$ cat config.mk
export PLATFORM = sky130hd
export DESIGN_NAME = input_route_unit_flat
export DESIGN_NICKNAME = d
export VERILOG_FILES = /design/src/rtl/input_route_unit_if.sv /design/src/rtl/input_route_unit.sv /design/src/flat_wrapper.sv
export SDC_FILE = /design/constraint.sdc
export NUM_CORES = 1
export LEC_CHECK = 0
export ABC_AREA = 0
export CELL_PAD_IN_SITES_DETAIL_PLACEMENT = 1
export CELL_PAD_IN_SITES_GLOBAL_PLACEMENT = 1
export CORE_ASPECT_RATIO = 1.5
export CORE_MARGIN = 10
export CORE_UTILIZATION = 40
export CTS_BUF_LIST = sky130_fd_sc_hd__clkbuf_16
export CTS_CLUSTER_DIAMETER = 50
export DETAILED_ROUTE_END_ITERATION = 8
export HOLD_SLACK_MARGIN = 0.15
export PLACE_DENSITY = 0.87
export SETUP_SLACK_MARGIN = 0.02
export SLEW_MARGIN = 30
export SYNTH_ARGS = -nofsm -noshare
export SYNTH_HDL_FRONTEND = slang
export SYNTH_SLANG_ARGS = --single-unit
$ cat constraint.sdc
create_clock -name clk -period 2.3 [get_ports clk]
set_input_delay 0.23 -clock clk [delete_from_list [all_inputs] [get_ports clk]]
set_output_delay 0.23 -clock clk [all_outputs]
set_load 0.01 [all_outputs]
$ cat src/rtl/input_route_unit_if.sv
// Bundles the FIFO read port and the switch-allocator output port of one
// router input. The route unit is the master; the FIFO and allocator side is the slave.
interface input_route_unit_if #(
  parameter int DATA_WIDTH = 32
);
  // Handshake: a flit moves on every rising clk edge where out_valid && out_ready.
  // out_valid never waits on out_ready, and out_* stay frozen while out_valid && !out_ready.
  // A pop (fifo_rd_en) returns its flit on fifo_rd_data one cycle later.
  logic                  fifo_empty;
  logic                  fifo_rd_en;
  logic [DATA_WIDTH-1:0] fifo_rd_data;
  logic                  out_valid;
  logic                  out_ready;
  logic [DATA_WIDTH-1:0] out_data;
  logic [4:0]            out_port;
  logic                  out_head;
  logic                  out_tail;
  logic                  err_flit;

  modport master (
    input  fifo_empty, fifo_rd_data, out_ready,
    output fifo_rd_en, out_valid, out_data, out_port, out_head, out_tail, err_flit
  );

  modport slave (
    output fifo_empty, fifo_rd_data, out_ready,
    input  fifo_rd_en, out_valid, out_data, out_port, out_head, out_tail, err_flit
  );
endinterface

$ cat src/rtl/input_route_unit.sv
// Router input stage: pops flits from the input FIFO, XY-routes each packet from
// its head flit, and presents flits to the switch allocator through a two-entry store.
module input_route_unit #(
  parameter int CUR_X      = 0,
  parameter int CUR_Y      = 0,
  parameter int DATA_WIDTH = 32
) (
  input  logic                  clk,
  input  logic                  rst_n,
  input_route_unit_if.master    bus,
  output logic                  dbg_state_o
);

  typedef enum logic {ST_IDLE = 1'b0, ST_PKT = 1'b1} state_e;

  typedef struct packed {
    logic [DATA_WIDTH-1:0] data;
    logic [4:0]            port;
    logic                  head;
    logic                  tail;
  } entry_t;

  localparam logic [4:0] PORT_L = 5'b00001;
  localparam logic [4:0] PORT_N = 5'b00010;
  localparam logic [4:0] PORT_E = 5'b00100;
  localparam logic [4:0] PORT_S = 5'b01000;
  localparam logic [4:0] PORT_W = 5'b10000;
  localparam logic [1:0] CX     = CUR_X[1:0];
  localparam logic       CY     = CUR_Y[0];

  state_e     state_q, state_d;
  logic [4:0] route_q, route_d;
  entry_t     out_q, out_d, skid_q, skid_d;
  logic       out_vld_q, out_vld_d;
  logic       skid_vld_q, skid_vld_d;
  logic       rd_pend_q, rd_pend_d;

  logic [1:0] ftype;
  logic [1:0] dst_x;
  logic       dst_y;
  logic [4:0] calc_port;
  entry_t     arr_e;
  logic       drop, err, arrive, fire, rd_en;
  logic [2:0] occ;

  // Type bit 0 marks a head (head/single), bit 1 marks a tail (tail/single).
  always_comb begin
    ftype = bus.fifo_rd_data[DATA_WIDTH-1 -: 2];
    dst_x = bus.fifo_rd_data[DATA_WIDTH-3 -: 2];
    dst_y = bus.fifo_rd_data[DATA_WIDTH-5];
    if (dst_x > CX)      calc_port = PORT_E;
    else if (dst_x < CX) calc_port = PORT_W;
    else if (dst_y > CY) calc_port = PORT_S;
    else if (dst_y < CY) calc_port = PORT_N;
    else                 calc_port = PORT_L;
  end

  // Packet FSM, evaluated only in the cycle a popped flit lands on fifo_rd_data.
  always_comb begin
    state_d = state_q;
    route_d = route_q;
    drop    = 1'b0;
    err     = 1'b0;
    arr_e   = '{data: bus.fifo_rd_data, port: route_q, head: ftype[0], tail: ftype[1]};
    if (rd_pend_q) begin
      if (state_q == ST_IDLE) begin
        if (ftype[0]) begin
          arr_e.port = calc_port;
          if (!ftype[1]) begin
            route_d = calc_port;
            state_d = ST_PKT;
          end
        end else begin
          drop = 1'b1;
          err  = 1'b1;
        end
      end else begin
        if (ftype[0]) begin
          err        = 1'b1;
          arr_e.port = calc_port;
          if (ftype[1]) begin
            state_d = ST_IDLE;
          end else begin
            route_d = calc_port;
          end
        end else if (ftype[1]) begin
          state_d = ST_IDLE;
        end
      end
    end
  end

  // Occupancy counts the in-flight pop so a landing slot is always reserved.
  always_comb begin
    arrive     = rd_pend_q & ~drop;
    fire       = out_vld_q & bus.out_ready;
    occ        = {2'b00, out_vld_q} + {2'b00, skid_vld_q} + {2'b00, rd_pend_q} - {2'b00, fire};
    rd_en      = rst_n & ~bus.fifo_empty & (occ < 3'd2);
    rd_pend_d  = rd_en;
    out_d      = out_q;
    skid_d     = skid_q;
    out_vld_d  = out_vld_q;
    skid_vld_d = skid_vld_q;
    if (!out_vld_q || fire) begin
      if (skid_vld_q) begin
        out_d     = skid_q;
        out_vld_d = 1'b1;
        if (arrive) skid_d = arr_e;
        else        skid_vld_d = 1'b0;
      end else if (arrive) begin
        out_d     = arr_e;
        out_vld_d = 1'b1;
      end else begin
        out_vld_d = 1'b0;
      end
    end else if (arrive) begin
      skid_d     = arr_e;
      skid_vld_d = 1'b1;
    end
  end

  always_ff @(posedge clk or negedge rst_n) begin
    if (!rst_n) begin
      state_q    <= ST_IDLE;
      route_q    <= '0;
      out_q      <= '0;
      skid_q     <= '0;
      out_vld_q  <= 1'b0;
      skid_vld_q <= 1'b0;
      rd_pend_q  <= 1'b0;
    end else begin
      state_q    <= state_d;
      route_q    <= route_d;
      out_q      <= out_d;
      skid_q     <= skid_d;
      out_vld_q  <= out_vld_d;
      skid_vld_q <= skid_vld_d;
      rd_pend_q  <= rd_pend_d;
    end
  end

  assign bus.fifo_rd_en = rd_en;
  assign bus.out_valid  = out_vld_q;
  assign bus.out_data   = out_q.data;
  assign bus.out_port   = out_q.port;
  assign bus.out_head   = out_q.head;
  assign bus.out_tail   = out_q.tail;
  assign bus.err_flit   = err;
  assign dbg_state_o    = state_q;

endmodule

$ cat src/flat_wrapper.sv
// flat-port wrapper written by rule: the top's interface ports become plain ports
module input_route_unit_flat 
#(
  parameter int CUR_X      = 0,
  parameter int CUR_Y      = 0,
  parameter int DATA_WIDTH = 32
)
  (clk, rst_n, dbg_state_o, bus_fifo_empty, bus_fifo_rd_data, bus_out_ready, bus_fifo_rd_en, bus_out_valid, bus_out_data, bus_out_port, bus_out_head, bus_out_tail, bus_err_flit);
  input_route_unit_if #(.DATA_WIDTH(DATA_WIDTH)) bus_i ();
  input  logic clk;
  input  logic rst_n;
  output logic dbg_state_o;
  input wire logic [$bits(bus_i.fifo_empty)-1:0] bus_fifo_empty;
  input wire logic [$bits(bus_i.fifo_rd_data)-1:0] bus_fifo_rd_data;
  input wire logic [$bits(bus_i.out_ready)-1:0] bus_out_ready;
  output wire logic [$bits(bus_i.fifo_rd_en)-1:0] bus_fifo_rd_en;
  output wire logic [$bits(bus_i.out_valid)-1:0] bus_out_valid;
  output wire logic [$bits(bus_i.out_data)-1:0] bus_out_data;
  output wire logic [$bits(bus_i.out_port)-1:0] bus_out_port;
  output wire logic [$bits(bus_i.out_head)-1:0] bus_out_head;
  output wire logic [$bits(bus_i.out_tail)-1:0] bus_out_tail;
  output wire logic [$bits(bus_i.err_flit)-1:0] bus_err_flit;
  assign bus_i.fifo_empty = bus_fifo_empty;
  assign bus_i.fifo_rd_data = bus_fifo_rd_data;
  assign bus_i.out_ready = bus_out_ready;
  assign bus_fifo_rd_en = bus_i.fifo_rd_en;
  assign bus_out_valid = bus_i.out_valid;
  assign bus_out_data = bus_i.out_data;
  assign bus_out_port = bus_i.out_port;
  assign bus_out_head = bus_i.out_head;
  assign bus_out_tail = bus_i.out_tail;
  assign bus_err_flit = bus_i.err_flit;
  input_route_unit #(.CUR_X(CUR_X), .CUR_Y(CUR_Y), .DATA_WIDTH(DATA_WIDTH)) u_core (.clk(clk), .rst_n(rst_n), .bus(bus_i), .dbg_state_o(dbg_state_o));
endmodule
Yosys cells after proc, flatten, opt, wreduce, memory -nomap -nowiden
Index checks and enable logic that the tools add are counted.

Add/sub/neg operators: 3. $lt $le $gt $ge: 5. Eq/ne operators: 1. Mux-type cells: 25. Bitwise operators: 7. Reduce and logical (&&, ||, !) cells: 6.

Operators with widths (number): two-way mux 39 bit (5); two-way mux 5 bit (5); two-way mux 1 bit (14); bitwise AND 1 bit (4); nonzero test 2 bit (2); adder 3 x 1 -> 3 bit (1); less-than comparator 3 x 2 -> 1 bit, second input constant (1); NOT 1 bit (3); AND reduction 3 bit (1); subtractor 3 x 1 -> 3 bit (1); adder 1 x 1 -> 2 bit (1); greater-than comparator 2 x 1 -> 1 bit, second input constant (1); less-than comparator 2 x 1 -> 1 bit, second input constant (1); two-way mux 2 bit (1); inequality test 2 x 1 -> 1 bit, second input constant (1); AND reduction 2 bit (1); greater-than comparator 1 bit, second input constant (1); zero test 1 bit (1); logical OR 1 bit (1); less-than comparator 1 bit, second input constant (1).

Flip-flop bits (word level): 87. Input bits: 36. Output and inout port bits: 43. Word-level logic and storage cells: 60.

Logic depth before layout (Yosys ltp)
Gate-level depths: netlist (run 1).

Depth in word-level cells: 10. Gate-level depth with buffers: 6. Mapped depth without buffers: 6.

Worst setup path after synthesis (run 1)
OpenSTA, ideal clock, no wires.

Path kind: flip-flop to output port. From: register u_core.out_vld_q, in the netlist u_core.bus.out_valid. To: output port bus_fifo_rd_en. Data arrival time: 1.844 ns. Data required time: 2.070 ns. Setup slack: 0.226 ns. Cell stages (with the launch flop): 7. Cells stage by stage: dfrtp_1 -> and2_1 -> ha_1 -> nand2b_1 -> fa_1 -> xor2_1 -> nor3_1.

Longest elaborated chain between the ends: 5. Elaborated cells on any way between the ends: 6.

RTL lines: start: declaration (RTL line input_route_unit.sv:34) `logic out_vld_q, out_vld_d;`; start signal: assignment (RTL line input_route_unit.sv:136) `out_vld_q <= out_vld_d;`; adder 1 x 1 -> 2 bit (RTL line input_route_unit.sv:97) `occ = {2'b00, out_vld_q} + {2'b00, skid_vld_q} + {2'b00, rd_pend_q} - {2'b00, fire};`; adder 3 x 1 -> 3 bit (RTL line input_route_unit.sv:97); subtractor 3 x 1 -> 3 bit (*) (RTL line input_route_unit.sv:97); less-than comparator 3 x 2 -> 1 bit (*) (RTL line input_route_unit.sv:98) `rd_en = rst_n & ~bus.fifo_empty & (occ < 3'd2);`; bitwise AND 1 bit (*) (RTL line input_route_unit.sv:98); end: declaration (RTL line flat_wrapper.sv:16) `output wire logic [$bits(bus_i.fifo_rd_en)-1:0] bus_fifo_rd_en;`.

Every way passes the cells marked *; elsewhere a longest branch is shown, timed or not.

Worst setup path in the final report (run 1)
From: register u_core.rd_pend_q. To: output port bus_fifo_rd_en.

Longest elaborated chain between the ends: 4.

RTL lines: start: declaration (RTL line input_route_unit.sv:36) `logic rd_pend_q, rd_pend_d;`; start signal: assignment (RTL line input_route_unit.sv:138) `rd_pend_q <= rd_pend_d;`; adder 3 x 1 -> 3 bit (RTL line input_route_unit.sv:97); subtractor 3 x 1 -> 3 bit (RTL line input_route_unit.sv:97); less-than comparator 3 x 2 -> 1 bit (RTL line input_route_unit.sv:98); bitwise AND 1 bit (RTL line input_route_unit.sv:98).

No other way between the ends.

==> results by group, run 1 <==
STA
  • Slew Limit Headroom: 58.8%
  • Final Skew: 0.00459 ns
  • Tcrit/Tclk final: 103%
  • Worst Tran Pin Value: 0.619 ns
  • Final Hold Viols: 0
  • Fmax: 0.420 GHz
  • Max-slew violations: 0
  • RSZ-0062 raised after global routing: true
  • Setup_tns: -0.0789 ns
  • Fin crit period: 2.38 ns
  • Final setup margin: -0.0789 ns
  • Final setup violation count: 1

Status
  • Failing checks: negative setup slack
  • Status: finished, violations left

Final layout
  • Post-route cell area: 5010 µm²
  • Share of cells above drive strength 1: 41.5%
  • Antenna cell count: 0
  • Post-Layout Cell Count: 449
  • Final net count: 374
  • Area grow syn2layout: 33.0%

Synthesis
  • Syn Std Cell Area: 3760 µm²
  • Sequential share of the synthesized area: 51.2%
  • Post-synth EDFFs: 0
  • Post-Syn Instances: 243
  • Most used DFF post-synth: dfrtp_1
  • Most frequent cell after synthesis: dfrtp_1
  • Synth area leader: dfrtp_1
  • Post-synth top area share: 51.2%
  • Syn. warnings: 0
  • Share of async-settable or async-resettable flops after synthesis: 100%
  • Top post-synthesis cells by count: dfrtp_1, mux2_4, mux2_2, nand2_1, nand2b_1
  • Yosys reg bits: 77
  • Avg Inst Size Synth: 15.5 µm²
  • Unique masters post-synth: 33
  • Synth area leaders: dfrtp_1, mux2_4, mux2_2, buf_8, ha_1

Placed design
  • Placed cells: 429
  • IO Port Bufs: 76
  • Final Wtd Congestion: 0.717
  • Pre-CTS WS: -0.579 ns
  • Placed cell area: 4650 µm²
  • HPWL after detailed placement: 6080 µm

Global routing
  • Largest net degree at the start of global routing: 46
  • First-pass GRT wire length: 14900 µm
  • Vias in the first global route: 2726
  • Global-route met2 utilization: 23.2%
  • GR Util met3: 3.39%
  • GRT Total Usage: 13.3%
  • Layer carrying the most global-route usage: met2
  • Met1 usage: 14.9%
  • Initial antenna violation count: 0
  • Gr ovfl total: 0

Worst setup path
  • Crit-path max cell delay: 0.50 ns
  • Startpoint types: register
  • Worst Path Buf+Inv: 2
  • CP Cell Sequence: inv_1 > ha_4 > nand2b_4 > fa_1 > nand2_1 > nor3_2 > buf_2
  • Critical Path AT: 2.15 ns
  • Worst-path fanout max: 2
  • Critical path class: register to primary output
  • Worst path slowest cell: fa_1
  • CP required: 2.07 ns
  • FF-to-FF setup slack: 0.06 ns
  • Crit end category: primary output
  • Delay-heaviest family, CP: adder cells

Power
  • Worst VDD drop: 634 µV
  • Static Leak: 2.37 nW
  • Pwr/cell area: 1250 nW/µm²

Routing
  • Vias per cell: 5.10
  • Via count: 2289
  • DRT Wirelength: 9000 µm
  • DR WL/cell: 20.1 µm
  • Routed Antenna Nets: 0
  • Drt initial violations: 71
  • # DRC: 0
  • DR pass1 iterations: 4

Floorplan
  • Die W: 99.2 µm
  • Core area: 9200 µm²
  • FP Rows: 43
  • Die height: 139 µm
  • Starting Density: 40.9%
  • Num ports: 79
  • Die area: 13800 µm²

Clock network
  • Clock Path Buffers: 2
  • Sink Count: 77
  • TritonCTS Buffers: 9
  • CTS tree: done
  • Worst-Skew Late Latency: 0.33 ns
  • H-tree depth: 3
  • Clock root buffer: clkbuf_16
  • Clk slew on worst S/H paths: 0.05 ns

Worst hold path
  • HP Class: input port to register

Flow run
  • Max-cap violations: 0
-- worst min-delay path: cells and delay by family --
family,cells,cell delay [ns]
simple gates,3,0.21
buf+inv,2,0.24
-- kinds of logic after synthesis --
kind of cell	Yosys count	share of synthesized area, %
AOI/OAI and AO/OA	18	3.85
and+or+nand+nor	23	3.39
other	1	0.0996
buffers and inverters	18	3.82
adders and majority gates	4	1.53
DFF	77	51.2
muxes	101	35.9
xor gates and xnor gates	1	0.233
-- cells in the final DEF, fill, tap and decap left out, drive strengths merged, types with 5 or more instances in the layout --
| cell | count |
|---|---|
| dfrtp | 77 |
| nand2b | 5 |
| buf | 19 |
| clkdlybuf4s50 | 73 |
| clkbuf | 9 |
| inv | 5 |
| mux2 | 101 |
| o21ai | 5 |
| nand2 | 6 |
-- sequential cells by signal, summed over array words and instances, names as in the netlist --
register,flops
u_core.skid_vld_q,1
u_core.bus.out_port,3
u_core.route_q,3
u_core.bus.out_valid,1
u_core.rd_pend_q,1
u_core.bus.out_data,31
u_core.bus.out_tail,1
u_core.skid_q,35
u_core.dbg_state_o,1
-- final cells by class --
type                       count  area [µm²]
timing repair buffer          94         918
tap                          112         140
multi-input combinational    149        1740
inverter                       3        11.3
clock buffer                   9         225
fill                         887        4190
sequential                    77        1930
clock inverter                 5        46.3
-- worst paths after layout --
kind,depth (start not counted),start,end
setup reg to reg,11,u_core.rd_pend_q$_DFF_PN0_,u_core.rd_pend_q$_DFF_PN0_
hold / removal,5,bus_out_ready,u_core.skid_vld_q$_DFFE_PN0P_
setup / recovery,7,u_core.rd_pend_q$_DFF_PN0_,bus_fifo_rd_en
min in group asynchronous,3,rst_n,u_core.skid_q[9]$_DFFE_PN0P_
hold reg to reg,1,u_core.bus.out_port[3]$_DFFE_PN0P_,u_core.bus.out_port[3]$_DFFE_PN0P_
max in group asynchronous,4,rst_n,u_core.skid_vld_q$_DFFE_PN0P_
-- stage by stage --
stage | total power, mW | hold slack [ns] | utilization, %
after floorplan | 3.79 | -0.0656 | -
after global placement | 4.79 | 0.356 | 50.6
after detailed placement | 4.92 | 0.364 | 50.6
after CTS | 6.33 | 0.503 | 54.0
after global routing | 6.63 | 0.411 | 54.4
final | 6.27 | 0.391 | 54.4
-- per-layer routing --
metal / part of all wire (%) / up-vias
met5: 0 / -
met4: 1.2 / 0
met3: 4.8 / 8
met2: 53 / 50
met1: 41 / 1190
li1: - / 1041
-- power by group --
part | total, mW | internal (mW) | switching [mW]
sequential | 2.35 | 1.99 | 0.366
combinational | 2.59 | 1.71 | 0.888
clock | 1.32 | 0.814 | 0.509
total | 6.27 | 4.51 | 1.76
-- timing repair --
| action | 4_1_cts | 5_1_grt |
|---|---|---|
| pin swaps | 2 | 4 |
| setup buffers | 4 | 1 |
| gates resized for setup | 6 | 4 |
| endpoints found under the hold margin | 36 | 0 |
| setup endpoints to repair | 1 | 1 |
| hold buffers | 1 | 0 |
Note: power is estimated with default switching activity, not from simulation.
==> run 2, diff against run 1 <==
--- a/config.mk
+++ b/config.mk
@@ -15,7 +15,7 @@
 export CTS_CLUSTER_DIAMETER = 50
 export DETAILED_ROUTE_END_ITERATION = 8
 export HOLD_SLACK_MARGIN = 0.15
-export PLACE_DENSITY = 0.87
+export PLACE_DENSITY = 0.86
 export SETUP_SLACK_MARGIN = 0.02
 export SLEW_MARGIN = 30
 export SYNTH_ARGS = -nofsm -noshare
==> run 2 against run 1 <==
The flow still finishes with violations (negative setup slack). Sequential share of layout area is essentially flat. Sequential cell count unchanged. Critical endpoint unchanged. Largest cell class unchanged. Global-route usage grew 0.52 points. Core utilization about the same. Clock power is 11% higher. Setup slack got worse by 0.010 ns. Critical path type unchanged. Power is 2.0% higher.
==> results by group, run 2 (synthesized netlist as in run 1, its figures left out) <==
Routing
  • Via count: 2292 (+0.13%)
  • DR WL/cell: 20.6 µm (+2.9%)
  • Routed Antenna Nets: 0 (unchanged)
  • DR pass1 iterations: 4 (unchanged)
  • Drt initial violations: 61 (-14%)
  • DRT Wirelength: 9210 µm (+2.3%)
  • Vias per cell: 5.14 (+0.80%)
  • # DRC: 0 (unchanged)

Final layout
  • Final net count: 369 (-1.3%)
  • Post-route cell area: 5000 µm² (about the same)
  • Fill cells: 892 (+0.56%)
  • Largest Register: u_core.skid_q
  • Commonest non-fill, non-tap cells in the layout: dfrtp_1, clkdlybuf4s50_1, mux2_4, mux2_2, buf_4
  • Antenna cell count: 0 (unchanged)
  • Area grow syn2layout: 32.9% (about the same)
  • Share of cells above drive strength 1: 41.3% (-0.23 points)
  • Largest register FFs: 35 (unchanged)
  • Most common cell after layout, fill and taps aside: dfrtp_1

Clock network
  • TritonCTS Buffers: 9 (unchanged)
  • Postcts setup bufs: 0 (-4)
  • Worst-Skew Late Latency: 0.33 ns (about the same)
  • CTS tree: done
  • H-tree depth: 3 (unchanged)
  • Sink Count: 77 (unchanged)
  • Clk slew on worst S/H paths: 0.06 ns (about the same)
  • Clock root buffer: clkbuf_16
  • Clock Path Buffers: 2 (unchanged)

Worst setup path
  • Critical Path Start: u_core.bus.out_valid$_DFFE_PN0N_
  • CP required: 2.07 ns (about the same)
  • Critical Path AT: 2.16 ns (about the same)
  • Reg2Reg Launch Point: u_core.skid_vld_q$_DFFE_PN0P_
  • Startpoint types: register
  • Worst Reg-to-Reg Cells: 4 (-7)
  • Worst-path fanout max: 2 (unchanged)
  • Crit end category: primary output
  • Critical path class: register to primary output

STA
  • Final Skew: 0.00634 ns (+0.00175 ns)
  • Tcrit/Tclk final: 104% (+0.45 points)
  • RSZ-0062 raised after global routing: true
  • Setup_tns: -0.0892 ns (-0.0103 ns)
  • Final setup margin: -0.0892 ns (-0.0103 ns)
  • Final setup violation count: 1 (unchanged)
  • Worst Tran Pin Value: 0.628 ns (+0.00987 ns)
  • Hold slack: 0.355 ns (-0.0367 ns)
  • Fin crit period: 2.39 ns (+0.0103 ns)
  • Final Hold Viols: 0 (unchanged)
  • Slew Limit Headroom: 58.1% (-0.66 points)
  • Max-slew violations: 0 (unchanged)
  • Fmax: 0.419 GHz (-0.43%)

Placed design
  • Final Wtd Congestion: 0.725 (+1.1%)
  • IO Port Bufs: 76 (unchanged)
  • HPWL after detailed placement: 6290 µm (+3.3%)
  • Placed cell area: 4650 µm² (unchanged)
  • Pre-CTS WS: -0.550 ns (+0.0290 ns)

Power
  • Pwr/cell area: 1280 nW/µm² (+2.0%)
  • Worst VDD drop: 557 µV (-12%)
  • Clk pwr share: 23.0% (+1.9 points)
  • Seq pwr share: 36.8% (-0.7 points)
  • Cell internal pwr: 4.61 mW (+2.2%)
  • Psw: 1.79 mW (+1.3%)
  • Static Leak: 2.35 nW (-0.51%)
  • Combinational Power Share: 40.2% (-1.2 points)
  • Switching part of the total: 27.9% (-0.18 points)

Worst hold path
  • Hold Path Origin: bus_out_ready
  • Hold depth: 5 (unchanged)
  • HP Class: input port to register

Floorplan
  • Core area: 9200 µm² (unchanged)
  • Num ports: 79 (unchanged)
  • Die area: 13800 µm² (unchanged)
  • Die W: 99.2 µm (unchanged)
  • FP Rows: 43 (unchanged)
  • Starting Density: 40.9% (unchanged)
  • Die height: 139 µm (unchanged)

Global routing
  • Gr ovfl total: 0 (unchanged)
  • Vias in the first global route: 2716 (-0.37%)
  • First-pass GRT wire length: 15200 µm (+2.5%)
  • Initial antenna violation count: 0 (unchanged)
  • Largest net degree at the start of global routing: 48 (+4.3%)
  • GRT Total Usage: 13.9% (+0.52 points)

Flow run
  • Max-cap violations: 0 (unchanged)

Status
  • Status: finished, violations left
  • Failing checks: negative setup slack
[run 2: changes by cell type in the layout (fill, tap and decap cells not counted)]
| cell | before | now |
|---|---|---|
| inv_2 | 0 | 1 |
| clkinv_1 | 1 | 2 |
| clkinv_2 | 1 | 2 |
| bufinv_16 | 1 | 2 |
| buf_4 | 16 | 11 |
| inv_1 | 5 | 3 |
[run 2: metal layers]
layer | share of wire, % | wire [µm] | GRT usage (%) | vias up
met5 | 0 | 0 | 0 | -
met4 | 2.1 | 196 | 5.53 | 0
met3 | 5.0 | 464 | 4.24 | 13
met2 | 52 | 4800 | 23.7 | 55
met1 | 41 | 3740 | 15.5 | 1193
li1 | - | - | - | 1031
[run 2: worst max-delay path, cell delays in order, from the launching register on]
cell and delay [ns]:
dfrtp_1 0.38, and2_4 0.16, ha_4 0.22, nand2b_4 0.14
fa_1 0.51, nand2_1 0.07, nor3_2 0.19, buf_2 0.17
[run 2: metrics by stage]
stage	instances	utilization (%)	power, mW
finish	446	54.4	6.40
global route	446	54.4	6.76
CTS	446	54.4	6.48
detailed placement	429	50.6	4.92
global placement	429	50.6	4.80
floorplan	244	-	3.79
[run 2: what timing repair did]
action | in CTS | in global routing
endpoints found under the setup margin | 1 | 1
hold buffers | 1 | 0
resized for setup | 9 | 2
endpoints found under the hold margin | 30 | 0
pin swaps | 3 | 0
[run 2: path summary, 6_finish.rpt]
kind | end | slack [ns]
setup / recovery | bus_fifo_rd_en | -0.09
max in group asynchronous | u_core.skid_vld_q$_DFFE_PN0P_ | 0.80
hold reg to reg | u_core.bus.out_port[3]$_DFFE_PN0P_ | 0.49
min in group asynchronous | u_core.skid_q[31]$_DFFE_PN0P_ | 0.53
hold / removal | u_core.skid_vld_q$_DFFE_PN0P_ | 0.35
setup reg to reg | u_core.bus.out_data[28]$_DFFE_PN0P_ | 0.52
[run 2: cell type report]
cell class / count / area [µm²] / area share (%)
flip-flops and latches: 77 / 1930 / 38.5
multi-input cells: 149 / 1740 / 34.7
repair buffers: 89 / 881 / 17.6
clock buffers: 9 / 225 / 4.50
well taps: 112 / 140 / 2.80
clock inverters: 7 / 81.3 / 1.63
inverters: 3 / 11.3 / 0.225
[run 2: power groups by stage]
stage / sequential (mW) / combinational [mW] / clock, mW
after floorplan: 2.43 / 1.36 / 0
after global placement: 2.31 / 2.48 / 0
after detailed placement: 2.36 / 2.56 / 0
after CTS: 2.36 / 2.61 / 1.51
after global routing: 2.44 / 2.75 / 1.57
final: 2.35 / 2.57 / 1.47
